**src/rtl/enc4to2_reg_if.sv**
```systemverilog
`default_nettype none
// ============================================================================
//  Module      : enc4to2_reg_if
//  Description : Valid/ready bus for the registered 4-to-2 one-hot encoder.
//                The master modport is the producer/consumer side and the
//                slave modport is the encoder itself.
//  Revision    : 1.0 - initial release
// ============================================================================
interface enc4to2_reg_if #(
    parameter int CNT_W = 8
);
    logic             in_valid;
    logic             in_ready;
    logic [3:0]       Y;
    logic             out_valid;
    logic             out_ready;
    logic             A;
    logic             B;
    logic             err;
    logic [CNT_W-1:0] err_cnt;

    modport master (
        output in_valid,
        output Y,
        output out_ready,
        input  in_ready,
        input  out_valid,
        input  A,
        input  B,
        input  err,
        input  err_cnt
    );

    modport slave (
        input  in_valid,
        input  Y,
        input  out_ready,
        output in_ready,
        output out_valid,
        output A,
        output B,
        output err,
        output err_cnt
    );
endinterface
`default_nettype wire

```
**src/rtl/enc4to2_reg.sv**
```systemverilog
`default_nettype none
// ============================================================================
//  Module      : enc4to2_reg
//  Description : Registered 4-to-2 one-hot encoder with a single-entry
//                valid/ready output register, an error flag for
//                non-one-hot codes (priority-encoded on the highest set bit)
//                and a saturating count of accepted erroneous codes.
//  Revision    : 1.0 - initial release
// ============================================================================
module enc4to2_reg #(
    parameter int CNT_W = 8
) (
    input  wire logic     clk,
    input  wire logic     rst_n,
    enc4to2_reg_if.slave  bus
);

    typedef enum logic [0:0] {
        ST_EMPTY = 1'b0,
        ST_FULL  = 1'b1
    } state_t;

    state_t           r_state;
    logic             r_a;
    logic             r_b;
    logic             r_err;
    logic [CNT_W-1:0] r_err_cnt;

    logic             w_accept;
    logic             w_a;
    logic             w_b;
    logic             w_err;
    logic             w_cnt_max;

    // The slot can take a new code when empty or when the current result
    // leaves in this same cycle; this keeps full throughput under out_ready.
    assign bus.in_ready = (r_state == ST_EMPTY) || bus.out_ready;
    assign w_accept     = bus.in_valid && bus.in_ready;
    assign w_cnt_max    = &r_err_cnt;

    // Priority encode on the highest set bit; flag anything not exactly one-hot.
    always_comb begin
        w_a   = 1'b0;
        w_b   = 1'b0;
        w_err = 1'b1;
        casez (bus.Y)
            4'b1???: {w_a, w_b} = 2'b11;
            4'b01??: {w_a, w_b} = 2'b10;
            4'b001?: {w_a, w_b} = 2'b01;
            default: {w_a, w_b} = 2'b00;
        endcase
        if ((bus.Y == 4'b0001) || (bus.Y == 4'b0010) ||
            (bus.Y == 4'b0100) || (bus.Y == 4'b1000)) begin
            w_err = 1'b0;
        end
    end

    // Handshake state, result register and saturating error counter.
    always_ff @(posedge clk or negedge rst_n) begin
        if (!rst_n) begin
            r_state   <= ST_EMPTY;
            r_a       <= 1'b0;
            r_b       <= 1'b0;
            r_err     <= 1'b0;
            r_err_cnt <= '0;
        end else begin
            case (r_state)
                ST_EMPTY: begin
                    if (w_accept) begin
                        r_state <= ST_FULL;
                    end
                end
                ST_FULL: begin
                    if (bus.out_ready && !w_accept) begin
                        r_state <= ST_EMPTY;
                    end
                end
                default: r_state <= ST_EMPTY;
            endcase

            // Result only moves on accept, so it holds under back-pressure
            // and keeps its last value after a drain.
            if (w_accept) begin
                r_a   <= w_a;
                r_b   <= w_b;
                r_err <= w_err;
            end

            if (w_accept && w_err && !w_cnt_max) begin
                r_err_cnt <= r_err_cnt + 1'b1;
            end
        end
    end

    assign bus.out_valid = (r_state == ST_FULL);
    assign bus.A         = r_a;
    assign bus.B         = r_b;
    assign bus.err       = r_err;
    assign bus.err_cnt   = r_err_cnt;

endmodule
`default_nettype wire

```
**src/flat_wrapper.sv**
```systemverilog
// flat-port wrapper written by rule: the top's interface ports become plain ports
module enc4to2_reg_flat 
#(
    parameter int CNT_W = 8
)
  (clk, rst_n, bus_in_valid, bus_Y, bus_out_ready, bus_in_ready, bus_out_valid, bus_A, bus_B, bus_err, bus_err_cnt);
  enc4to2_reg_if #(.CNT_W(CNT_W)) bus_i ();
  input  wire logic clk;
  input  wire logic rst_n;
  input wire logic [$bits(bus_i.in_valid)-1:0] bus_in_valid;
  input wire logic [$bits(bus_i.Y)-1:0] bus_Y;
  input wire logic [$bits(bus_i.out_ready)-1:0] bus_out_ready;
  output wire logic [$bits(bus_i.in_ready)-1:0] bus_in_ready;
  output wire logic [$bits(bus_i.out_valid)-1:0] bus_out_valid;
  output wire logic [$bits(bus_i.A)-1:0] bus_A;
  output wire logic [$bits(bus_i.B)-1:0] bus_B;
  output wire logic [$bits(bus_i.err)-1:0] bus_err;
  output wire logic [$bits(bus_i.err_cnt)-1:0] bus_err_cnt;
  assign bus_i.in_valid = bus_in_valid;
  assign bus_i.Y = bus_Y;
  assign bus_i.out_ready = bus_out_ready;
  assign bus_in_ready = bus_i.in_ready;
  assign bus_out_valid = bus_i.out_valid;
  assign bus_A = bus_i.A;
  assign bus_B = bus_i.B;
  assign bus_err = bus_i.err;
  assign bus_err_cnt = bus_i.err_cnt;
  enc4to2_reg #(.CNT_W(CNT_W)) u_core (.clk(clk), .rst_n(rst_n), .bus(bus_i));
endmodule
```
**config.mk**
```make
export PLATFORM = sky130hd
export DESIGN_NAME = enc4to2_reg_flat
export DESIGN_NICKNAME = d
export VERILOG_FILES = /design/src/rtl/enc4to2_reg_if.sv /design/src/rtl/enc4to2_reg.sv /design/src/flat_wrapper.sv
export SDC_FILE = /design/constraint.sdc
export NUM_CORES = 1
export LEC_CHECK = 0
export ABC_AREA = 1
export CAP_MARGIN = 20
export CORE_MARGIN = 1
export CORE_UTILIZATION = 41
export DETAILED_ROUTE_END_ITERATION = 7
export GPL_TIMING_DRIVEN = 0
export PLACE_DENSITY = 0.83
export SLEW_MARGIN = 25
export SYNTH_ARGS = -nofsm -noshare
export SYNTH_HDL_FRONTEND = slang
export SYNTH_SLANG_ARGS = --single-unit
```
**constraint.sdc**
```tcl
create_clock -name clk -period 1.17 [get_ports clk]
set_input_delay 0.234 -clock clk [delete_from_list [all_inputs] [get_ports clk]]
set_output_delay 0.234 -clock clk [all_outputs]
set_load 0.1 [all_outputs]
```
==> metrics, run 1 <==
register area share after synthesis=0.407; CTS Buffer Depth=2; Post-Synthesis Cell Area=738 um2; layout cells sized above 1=0.385; endpoints failing setup=13; # clock sinks=12; YS warnings=0; Pre-antenna DRT Iters=4; worst-margin pin slew=0.562 ns; RSZ-0062 raised after global routing=true; fmax=767 MHz; Initial Util=0.463; Setup Skew=0.00141 ns; Avg Vias per Cell=4.97; Fill cells=121; DR iter-0 viols=18; Static Leak=0.573 nW; total power=2.43 mW; Post-CTS Hold Fix Bufs=0; Worst-path clk slew=0.07 ns; ranking of synthesized cells by area=dfrtp_1 (41%), nand2_1 (20%), nand3_1 (6.1%), inv_1 (5.1%), nor2_1 (3.1%); Max transition margin=0.624; detailed-route via count=766; Area growth syn-to-layout=62.2%; MaxCap Viol Count=0; row count=14; data required time of the critical path=0.94 ns; Die Area=0.00197 mm2; CTS tree=done; worst skew pair latency=0.28 ns; period utilisation layout=1.11; Die Ht=44.4 um; flip-flop and latch count after synthesis=12; Post-synth top cells=nand2_1 (39), dfrtp_1 (12), inv_1 (10); most numerous cell in the Yosys netlist=nand2_1; Die X=44.4 um; share of flip-flops with an asynchronous set or reset=1.00; worst-path cell with the longest stage delay=dfrtp_4; Final Max Slew Viols=0; critical path type=flip-flop to output pin; I/O Buffers=20; Final Wtd Congestion=0.798; Cells after Synth=97; Mapped Avg Cell Area=7.61 um2; Primary FF master, synth=dfrtp_1; crit end category=output pin; Root Driver=clkbuf_4; total I/O pin count=21; CTS buffer count=3; EDFF count, synth=0; WP data arrival=1.07 ns; failing checks=negative setup slack; Final Hold Fails=0; # DRC=0; CP Cell Sequence=nand2_4 > buf_12; Worst VDD drop=0.00156 V; startpoint types=flip-flop; Synth top area share=0.407; Synthesized Nets=106; vias in the first global route=728; gr usage total=0.209; largest net degree at the start of global routing=13; Routed Antenna Nets=0; Cell variety after synth=19; DP Wirelength=1220 um; PD cells=2030 mW/mm2; Nets=140; WL final=1890 um; largest stage delay on the critical path=0.52 ns; Routed wire per std cell=12.3 um; post-synth top area cell=dfrtp_1; first-pass GRT wire length=3010 um; CP Max Fanout=3; Core Area=0.00159 mm2; worst hold slack=0.315 ns; GR Overflow Total=0; initial antenna violation count=0; H-tree Lvls=1; # diodes=0; fin worst setup slack=-0.134 ns; Final Critical Period=1.30 ns; status=finished, violations left; Hold Path Class=input pin to async pin
-- cell usage in the layout, fill, tap and decap left out, drive strengths merged --
cell type       n
nand3b          2
xnor2           1
nand2          41
inv            11
clkdlybuf4s50   7
clkbuf          4
a21oi           2
o21ai           4
nor2            9
dfrtp          12
xor2            2
ha              1
buf            22
nand3          11
nand4           1
-- final cells by class --
class / count / area (um2) / share of cell area
Multi-Input combinational cell: 74 / 424 / 0.354
Inverter: 11 / 43.8 / 0.0366
Tap cell: 24 / 30.0 / 0.0251
Sequential cell: 12 / 319 / 0.266
Timing Repair Buffer: 29 / 354 / 0.296
Clock buffer: 4 / 26.3 / 0.0219
-- layer usage --
layer	vias up	share of wire	global-route usage
met5	-	0	0
met1	360	0.38	0.242
met2	32	0.56	0.374
li1	369	-	-
met3	5	0.040	0.0286
met4	0	0.018	0.109
-- power breakdown --
group | switching (mW) | internal, mW
registers | 0.160 | 0.533
clock network | 0.139 | 0.133
logic | 0.951 | 0.518
-- state kept, by name, summed over array words and instances (netlist names) --
register	flops
u_core.bus.err_cnt	8
u_core.bus.A	1
u_core.bus.err	1
u_core.bus.out_valid	1
u_core.bus.B	1
-- kinds of logic after synthesis --
group	share of synthesized area
compound gates	0.0559
xor+xnor	0.0356
simple gates	0.429
flops	0.407
buf+inv	0.0559
fa+ha+maj	0.0169
-- per-stage QoR --
stage | area, um2 | worst slack (ns) | TNS [ns] | std cells | utilization
final | 1200 | -0.134 | -1.07 | 154 | 0.751
after global routing | 1200 | -0.172 | -1.83 | 154 | 0.751
after CTS | 1110 | -0.116 | -1.08 | 151 | 0.699
after detailed placement | 1010 | -1.02 | -11.57 | 141 | 0.632
after global placement | 1010 | -1.00 | -11.09 | 141 | 0.632
after floorplan | 777 | -0.234 | -1.91 | 97 | -
-- worst max-delay path, delay by kind of cell, from the launching register on --
kind          cells  cell delay, ns
buf+inv           1            0.17
simple gates      1            0.09
flops             1            0.52
-- repair_timing --
action	in CTS	in global routing
setup endpoints to repair	21	23
pin swaps	6	3
setup buffers	6	3
resized for setup	96	17
-- path summary, 6_finish.rpt --
path / startpoint / endpoint / slack (ns) / cells past startpoint
worst min-delay path: rst_n / u_core.bus.err_cnt[1]$_DFFE_PN0P_ / 0.31 / 1
worst max-delay path: u_core.bus.out_valid$_DFF_PN0_ / bus_in_ready / -0.13 / 2
max in group asynchronous: rst_n / u_core.bus.err_cnt[0]$_DFFE_PN0P_ / 0.44 / 1
worst max register to register: u_core.bus.err_cnt[0]$_DFFE_PN0P_ / u_core.bus.err_cnt[1]$_DFFE_PN0P_ / -0.11 / 7
worst min register to register: u_core.bus.A$_DFFE_PN0P_ / u_core.bus.A$_DFFE_PN0P_ / 0.54 / 2
min in group clk: u_core.bus.A$_DFFE_PN0P_ / u_core.bus.A$_DFFE_PN0P_ / 0.54 / 2
No activity file was read; power rests on OpenSTA's default activity.
==> run 2, diff against run 1 <==
--- a/config.mk
+++ b/config.mk
@@ -12,6 +12,7 @@
 export DETAILED_ROUTE_END_ITERATION = 7
 export GPL_TIMING_DRIVEN = 0
 export PLACE_DENSITY = 0.83
+export SETUP_SLACK_MARGIN = 0.1
 export SLEW_MARGIN = 25
 export SYNTH_ARGS = -nofsm -noshare
 export SYNTH_HDL_FRONTEND = slang
==> run 2 against run 1 <==
Effect of this change: the flow still finishes with violations (negative setup slack); wire length rose by 4.3%; critical path depth is 3 higher; core utilization is 5.2 points higher; highest routed layer unchanged; cell count rose by 1.9%; sequential share of layout area shrank 1.4 points; combinational power increased by 4%; global-route usage up 0.13 points; die area unchanged; worst setup slack improved by 0.019 ns; clock skew barely moved; via count grew 1.6%; maximum frequency rose by 1.5%.
==> metrics, run 2 (synthesis results as in run 1) <==
initial antenna violation count=0 (unchanged); GR Overflow Total=0 (unchanged); RSZ-0062 raised after global routing=true (unchanged); Max transition margin=0.620 (was 0.624); layout cells sized above 1=0.474 (was 0.385); Area growth syn-to-layout=73.4% (was 62.2%); status=finished, violations left (unchanged); CP Max Fanout=8 (was 3); I/O Buffers=20 (unchanged); Final Hold Fails=0 (unchanged); DR iter-0 viols=13 (was 18); failing checks=negative setup slack (unchanged); Die Ht=44.4 um (unchanged); Core Area=0.00159 mm2 (unchanged); Post-CTS Hold Fix Bufs=0 (unchanged); detailed-route via count=778 (was 766); worst skew pair latency=0.26 ns (was 0.28 ns); Die X=44.4 um (unchanged); startpoint types=flip-flop (unchanged); Pre-antenna DRT Iters=4 (unchanged); commonest non-fill, non-tap cells in the layout=nand2_1 (34), buf_4 (14), buf_12 (11) (was nand2_1 (36), buf_4 (10), inv_1 (9), nand3_1 (9), buf_12 (8)); CTS buffer count=3 (unchanged); # clock sinks=12 (unchanged); Worst R2R End=u_core.bus.err_cnt[3]$_DFFE_PN0P_ (was u_core.bus.err_cnt[1]$_DFFE_PN0P_); WP data arrival=1.49 ns (was 1.07 ns); leading cell type in the layout, fill and taps excluded=nand2_1 (unchanged); reg2reg setup slack=-0.12 ns (was -0.11 ns); endpoints failing setup=12 (was 13); CTS tree=done (unchanged); total I/O pin count=21 (unchanged); Nets=144 (was 140); Routed Antenna Nets=0 (unchanged); Worst-path clk slew=0.07 ns (about the same); CTS Buffer Depth=2 (unchanged); Hold Path Class=input pin to async pin (unchanged); met3 Use GR=0.0367 (was 0.0286); crit end category=flip-flop (was output pin); vias in the first global route=774 (was 728); Final Critical Period=1.29 ns (was 1.30 ns); fmax=778 MHz (was 767 MHz); Routed wire per std cell=12.6 um (was 12.3 um); Critical R2R Launch=u_core.bus.out_valid$_DFF_PN0_ (was u_core.bus.err_cnt[0]$_DFFE_PN0P_); Worst R2R Path Depth=5 (was 7); Place WS=-0.999 ns (was -1.02 ns); # DRC=0 (unchanged); Static Leak=0.616 nW (was 0.573 nW); met1 GRT Util=0.214 (was 0.242); CP Cell Sequence=a21oi_4 > nand2_2 > nor2_4 > nand3_1 > nand2_1 (was nand2_4 > buf_12); Fill cells=98 (was 121); worst-margin pin slew=0.569 ns (was 0.562 ns); final setup TNS=-1.07 ns (about the same); worst-path cell with the longest stage delay=dfrtp_4 (unchanged); Setup Skew=0.00114 ns (was 0.00141 ns); worst hold slack=0.331 ns (was 0.315 ns); fin worst setup slack=-0.115 ns (was -0.134 ns); Final Max Slew Viols=0 (unchanged); critical path type=flip-flop to flip-flop (was flip-flop to output pin); Root Driver=clkbuf_4 (unchanged); row count=14 (unchanged); DP Wirelength=1150 um (was 1220 um); H-tree Lvls=1 (unchanged); largest net degree at the start of global routing=13 (unchanged); WL final=1970 um (was 1890 um); Initial Util=0.463 (unchanged); data required time of the critical path=1.37 ns (was 0.94 ns); period utilisation layout=1.10 (was 1.11); met2 usage=0.421 (was 0.374); MaxCap Viol Count=0 (unchanged); largest stage delay on the critical path=0.52 ns (about the same); Avg Vias per Cell=4.96 (was 4.97); gr usage total=0.211 (was 0.209); Final Wtd Congestion=0.818 (was 0.798); first-pass GRT wire length=3040 um (was 3010 um); # diodes=0 (unchanged); GRT busiest layer=met2 (unchanged); Largest register FFs=8 (unchanged); Worst VDD drop=0.00173 V (was 0.00156 V); Die Area=0.00197 mm2 (unchanged); PD cells=1930 mW/mm2 (was 2030 mW/mm2)
==> run 2: cell count changes in the layout (fill, tap and decap cells not counted), moves of 3 or more <==
cell,before,now
buf_4,10,14
buf_12,8,11
dfrtp_2,6,9
dfrtp_1,3,0
==> run 2: worst max-delay path by stage <==
stage,start,to,slack [ns],cells past startpoint
after floorplan,u_core.bus.err_cnt[1]$_DFFE_PN0P_,u_core.bus.err_cnt[2]$_DFFE_PN0P_,-0.23,7
after global placement,bus_out_ready,bus_in_ready,-1.00,4
after detailed placement,bus_out_ready,bus_in_ready,-1.0,4
after CTS,u_core.bus.out_valid$_DFF_PN0_,bus_in_ready,-0.1,2
after global routing,u_core.bus.out_valid$_DFF_PN0_,bus_in_ready,-0.14,2
final,u_core.bus.out_valid$_DFF_PN0_,u_core.bus.err_cnt[3]$_DFFE_PN0P_,-0.12,5
==> run 2: repair_timing <==
item | CTS | global route
buffers inserted | 11 | 2
pin swaps | 2 | 1
endpoints found under the setup margin | 24 | 24
resized for setup | 114 | 16
==> run 2: cell type report <==
cell class                 instances  area (um2)  share of cell area
sequential                        12         323               0.252
tap                               24        30.0              0.0235
clock buffer                       3        22.5              0.0176
timing repair buffer              33         409               0.320
inverter                          11        48.8              0.0381
multi-input combinational         74         447               0.349
==> run 2: stage by stage <==
stage	util	total power, mW	area [um2]	cells
floorplan	-	1.59	781	97
global placement	0.634	1.85	1010	141
detailed placement	0.634	1.87	1010	141
CTS	0.762	2.40	1210	155
global route	0.803	2.59	1280	157
finish	0.803	2.47	1280	157
==> run 2: worst max-delay path, delay by kind of cell, from the launching register on <==
kind / cells / cell delay (ns)
DFF: 1 / 0.52
AOI/OAI and AO/OA: 1 / 0.17
and+or+nand+nor: 4 / 0.53
==> run 2: power breakdown <==
group | internal, mW | switching (mW)
Combinational | 0.557 | 0.970
Clock | 0.119 | 0.128
Sequential | 0.536 | 0.156
Total | 1.21 | 1.25
==> run 2: layer usage <==
metal / up-vias / part of all wire
met2: 24 / 0.56
li1: 379 / -
met5: - / 0
met4: 0 / 0.021
met1: 369 / 0.39
met3: 6 / 0.028
==> run 3, diff against run 2 <==
--- a/config.mk
+++ b/config.mk
@@ -7,6 +7,7 @@
 export LEC_CHECK = 0
 export ABC_AREA = 1
 export CAP_MARGIN = 20
+export CORE_ASPECT_RATIO = 0.8
 export CORE_MARGIN = 1
 export CORE_UTILIZATION = 41
 export DETAILED_ROUTE_END_ITERATION = 7
==> run 3 against run 2 <==
Effect of this change: design area decreased by 2.1%; sequential share of layout area increased by 0.53 points; non-clock buffer count unchanged; clock power increased by 3%; core utilization decreased by 4.7 points; global-route usage increased by 1.4 points; via count unchanged; largest power group unchanged; wire length increased by 3.3%; the run still ends with negative setup slack left; first-iteration DRC count increased by 23%; count of clock-buffer cells in the layout unchanged; worst setup slack got worse by 0.011 ns.
==> metrics, run 3 (synthesis results as in run 1) <==
status=finished, violations left (unchanged); failing checks=negative setup slack (unchanged); # clock sinks=12 (unchanged); # diodes=0 (unchanged); WP data arrival=1.51 ns (was 1.49 ns); startpoint types=flip-flop (unchanged); largest net degree at the start of global routing=13 (unchanged); gr usage total=0.225 (was 0.211); Area growth syn-to-layout=69.8% (was 73.4%); total power=2.49 mW (was 2.47 mW); Top Family by Delay on Critical Path=flip-flops (was simple AND/OR/NAND/NOR gates); Max transition margin=0.622 (was 0.620); final setup TNS=-1.13 ns (was -1.07 ns); row count=13 (was 14); placed inst area=0.00101 mm2 (about the same); Final Max Slew Viols=0 (unchanged); post-route cell area=0.00125 mm2 (was 0.00128 mm2); worst hold slack=0.324 ns (was 0.331 ns); Worst R2R Path Depth=7 (was 5); Gate power share=0.619 (about the same); layout cells sized above 1=0.451 (was 0.474); Routed wire per std cell=13.1 um (was 12.6 um); commonest non-fill, non-tap cells in the layout=nand2_1 (36), buf_4 (14), buf_12 (11) (was nand2_1 (34), buf_4 (14), buf_12 (11)); Place WS=-1.01 ns (was -0.999 ns); period utilisation layout=1.11 (was 1.10); Initial Util=0.445 (was 0.463); Die Area=0.00198 mm2 (was 0.00197 mm2); reg2reg setup slack=-0.13 ns (was -0.12 ns); CTS tree=done (unchanged); sequential share of power=0.279 (was 0.281); detailed-route via count=778 (unchanged); Worst VDD drop=0.00148 V (was 0.00173 V); Final Wtd Congestion=0.791 (was 0.818); CP bufs+invs=2 (was 0); Hold Path Class=input pin to async pin (unchanged); Root Driver=clkbuf_4 (unchanged); worst-path cell with the longest stage delay=dfrtp_4 (unchanged); total I/O pin count=21 (unchanged); I/O Buffers=20 (unchanged); Final Hold Fails=0 (unchanged); Final Critical Period=1.30 ns (was 1.29 ns); worst-margin pin slew=0.565 ns (was 0.569 ns); initial antenna violation count=0 (unchanged); Worst-path clk slew=0.07 ns (about the same); Static Leak=0.606 nW (was 0.616 nW); CTS buffer count=3 (unchanged); CP Max Fanout=5 (was 8); Core Area=0.00166 mm2 (was 0.00159 mm2); Pre-antenna DRT Iters=4 (unchanged); crit end category=flip-flop (unchanged); largest stage delay on the critical path=0.51 ns (was 0.52 ns); # DRC=0 (unchanged); PD cells=1990 mW/mm2 (was 1930 mW/mm2); WL final=2040 um (was 1970 um); MaxCap Viol Count=0 (unchanged); worst skew pair latency=0.27 ns (was 0.26 ns); fmax=771 MHz (was 778 MHz); RSZ-0062 raised after global routing=true (unchanged); CP Cell Sequence=ha_4 > inv_2 > nor2_4 > buf_4 > xor2_1 > nand3_1 > nand2_1 (was a21oi_4 > nand2_2 > nor2_4 > nand3_1 > nand2_1); DR iter-0 viols=16 (was 13); first-pass GRT wire length=3230 um (was 3040 um); fin worst setup slack=-0.126 ns (was -0.115 ns); Largest register FFs=8 (unchanged); vias in the first global route=784 (was 774); Die X=49.4 um (was 44.4 um); Avg Vias per Cell=5.02 (was 4.96); GR Overflow Total=0 (unchanged); CTS Buffer Depth=2 (unchanged); leading cell type in the layout, fill and taps excluded=nand2_1 (unchanged); Switch Pwr=1.27 mW (was 1.25 mW); Nets=144 (unchanged); H-tree Lvls=1 (unchanged); Worst R2R End=u_core.bus.err_cnt[4]$_DFFE_PN0P_ (was u_core.bus.err_cnt[3]$_DFFE_PN0P_); Pint=1.22 mW (was 1.21 mW); Die Ht=40.0 um (was 44.4 um); data required time of the critical path=1.38 ns (was 1.37 ns); endpoints failing setup=12 (unchanged); critical path type=flip-flop to flip-flop (unchanged); Routed Antenna Nets=0 (unchanged); clock power share=0.102 (was 0.100); DP Wirelength=1270 um (was 1150 um); Critical R2R Launch=u_core.bus.err_cnt[0]$_DFFE_PN0P_ (was u_core.bus.out_valid$_DFF_PN0_); Setup Skew=0.00256 ns (was 0.00114 ns); switch share=0.510 (was 0.509)
[run 3: cell counts in the layout (fill, tap and decap cells not counted)]
No cell type changed its count.
[run 3: power by group through the flow]
stage	sequential, mW	clock [mW]	combinational [mW]
CTS	0.694	0.263	1.49
finish	0.695	0.254	1.54
global route	0.714	0.284	1.60
global placement	0.677	0	1.18
detailed placement	0.683	0	1.21
floorplan	1.32	0	0.267
[run 3: routing by layer]
layer,share of wire,up-vias,track usage,wire [um]
met5,0,-,0,0
met4,0,0,0.0571,0
met3,0.042,0,0.0644,85
met2,0.55,19,0.459,1130
met1,0.40,380,0.239,820
li1,-,379,-,-
[run 3: metrics by stage]
| stage | utilization | std cells |
|---|---|---|
| after floorplan | - | 97 |
| after global placement | 0.608 | 139 |
| after detailed placement | 0.608 | 139 |
| after CTS | 0.735 | 153 |
| after global routing | 0.756 | 155 |
| final | 0.756 | 155 |
[run 3: repair_timing]
action                                  in CTS  in global routing
resized for setup                          113                  8
buffers inserted                            11                  2
endpoints found under the setup margin      22                 24
pin swaps                                    3                  4
hold buffers                                 0                  0
[run 3: layout make-up]
cell class / count / area (um2)
Inverter: 11 / 41.3
Sequential cell: 12 / 323
Timing Repair Buffer: 33 / 413
Tap cell: 22 / 27.5
Fill cell: 123 / 405
Clock buffer: 3 / 22.5
Multi-Input combinational cell: 74 / 427
[run 3: worst max-delay path by stage]
stage / start / endpoint / slack (ns) / depth (start not counted)
CTS: u_core.bus.out_valid$_DFF_PN0_ / bus_in_ready / -0.10 / 2
global placement: bus_out_ready / bus_in_ready / -1.00 / 4
detailed placement: bus_out_ready / bus_in_ready / -1.01 / 4
finish: u_core.bus.err_cnt[0]$_DFFE_PN0P_ / u_core.bus.err_cnt[4]$_DFFE_PN0P_ / -0.13 / 7
global route: u_core.bus.err_cnt[0]$_DFFE_PN0P_ / u_core.bus.err_cnt[1]$_DFFE_PN0P_ / -0.18 / 7
floorplan: u_core.bus.err_cnt[1]$_DFFE_PN0P_ / u_core.bus.err_cnt[2]$_DFFE_PN0P_ / -0.23 / 7
[run 3: worst register-to-register path, cell delays in order (launching register included)]
cell	delay [ns]
dfrtp_4	0.51
ha_4	0.18
inv_2	0.06
nor2_4	0.04
buf_4	0.13
xor2_1	0.15
nand3_1	0.10
nand2_1	0.08
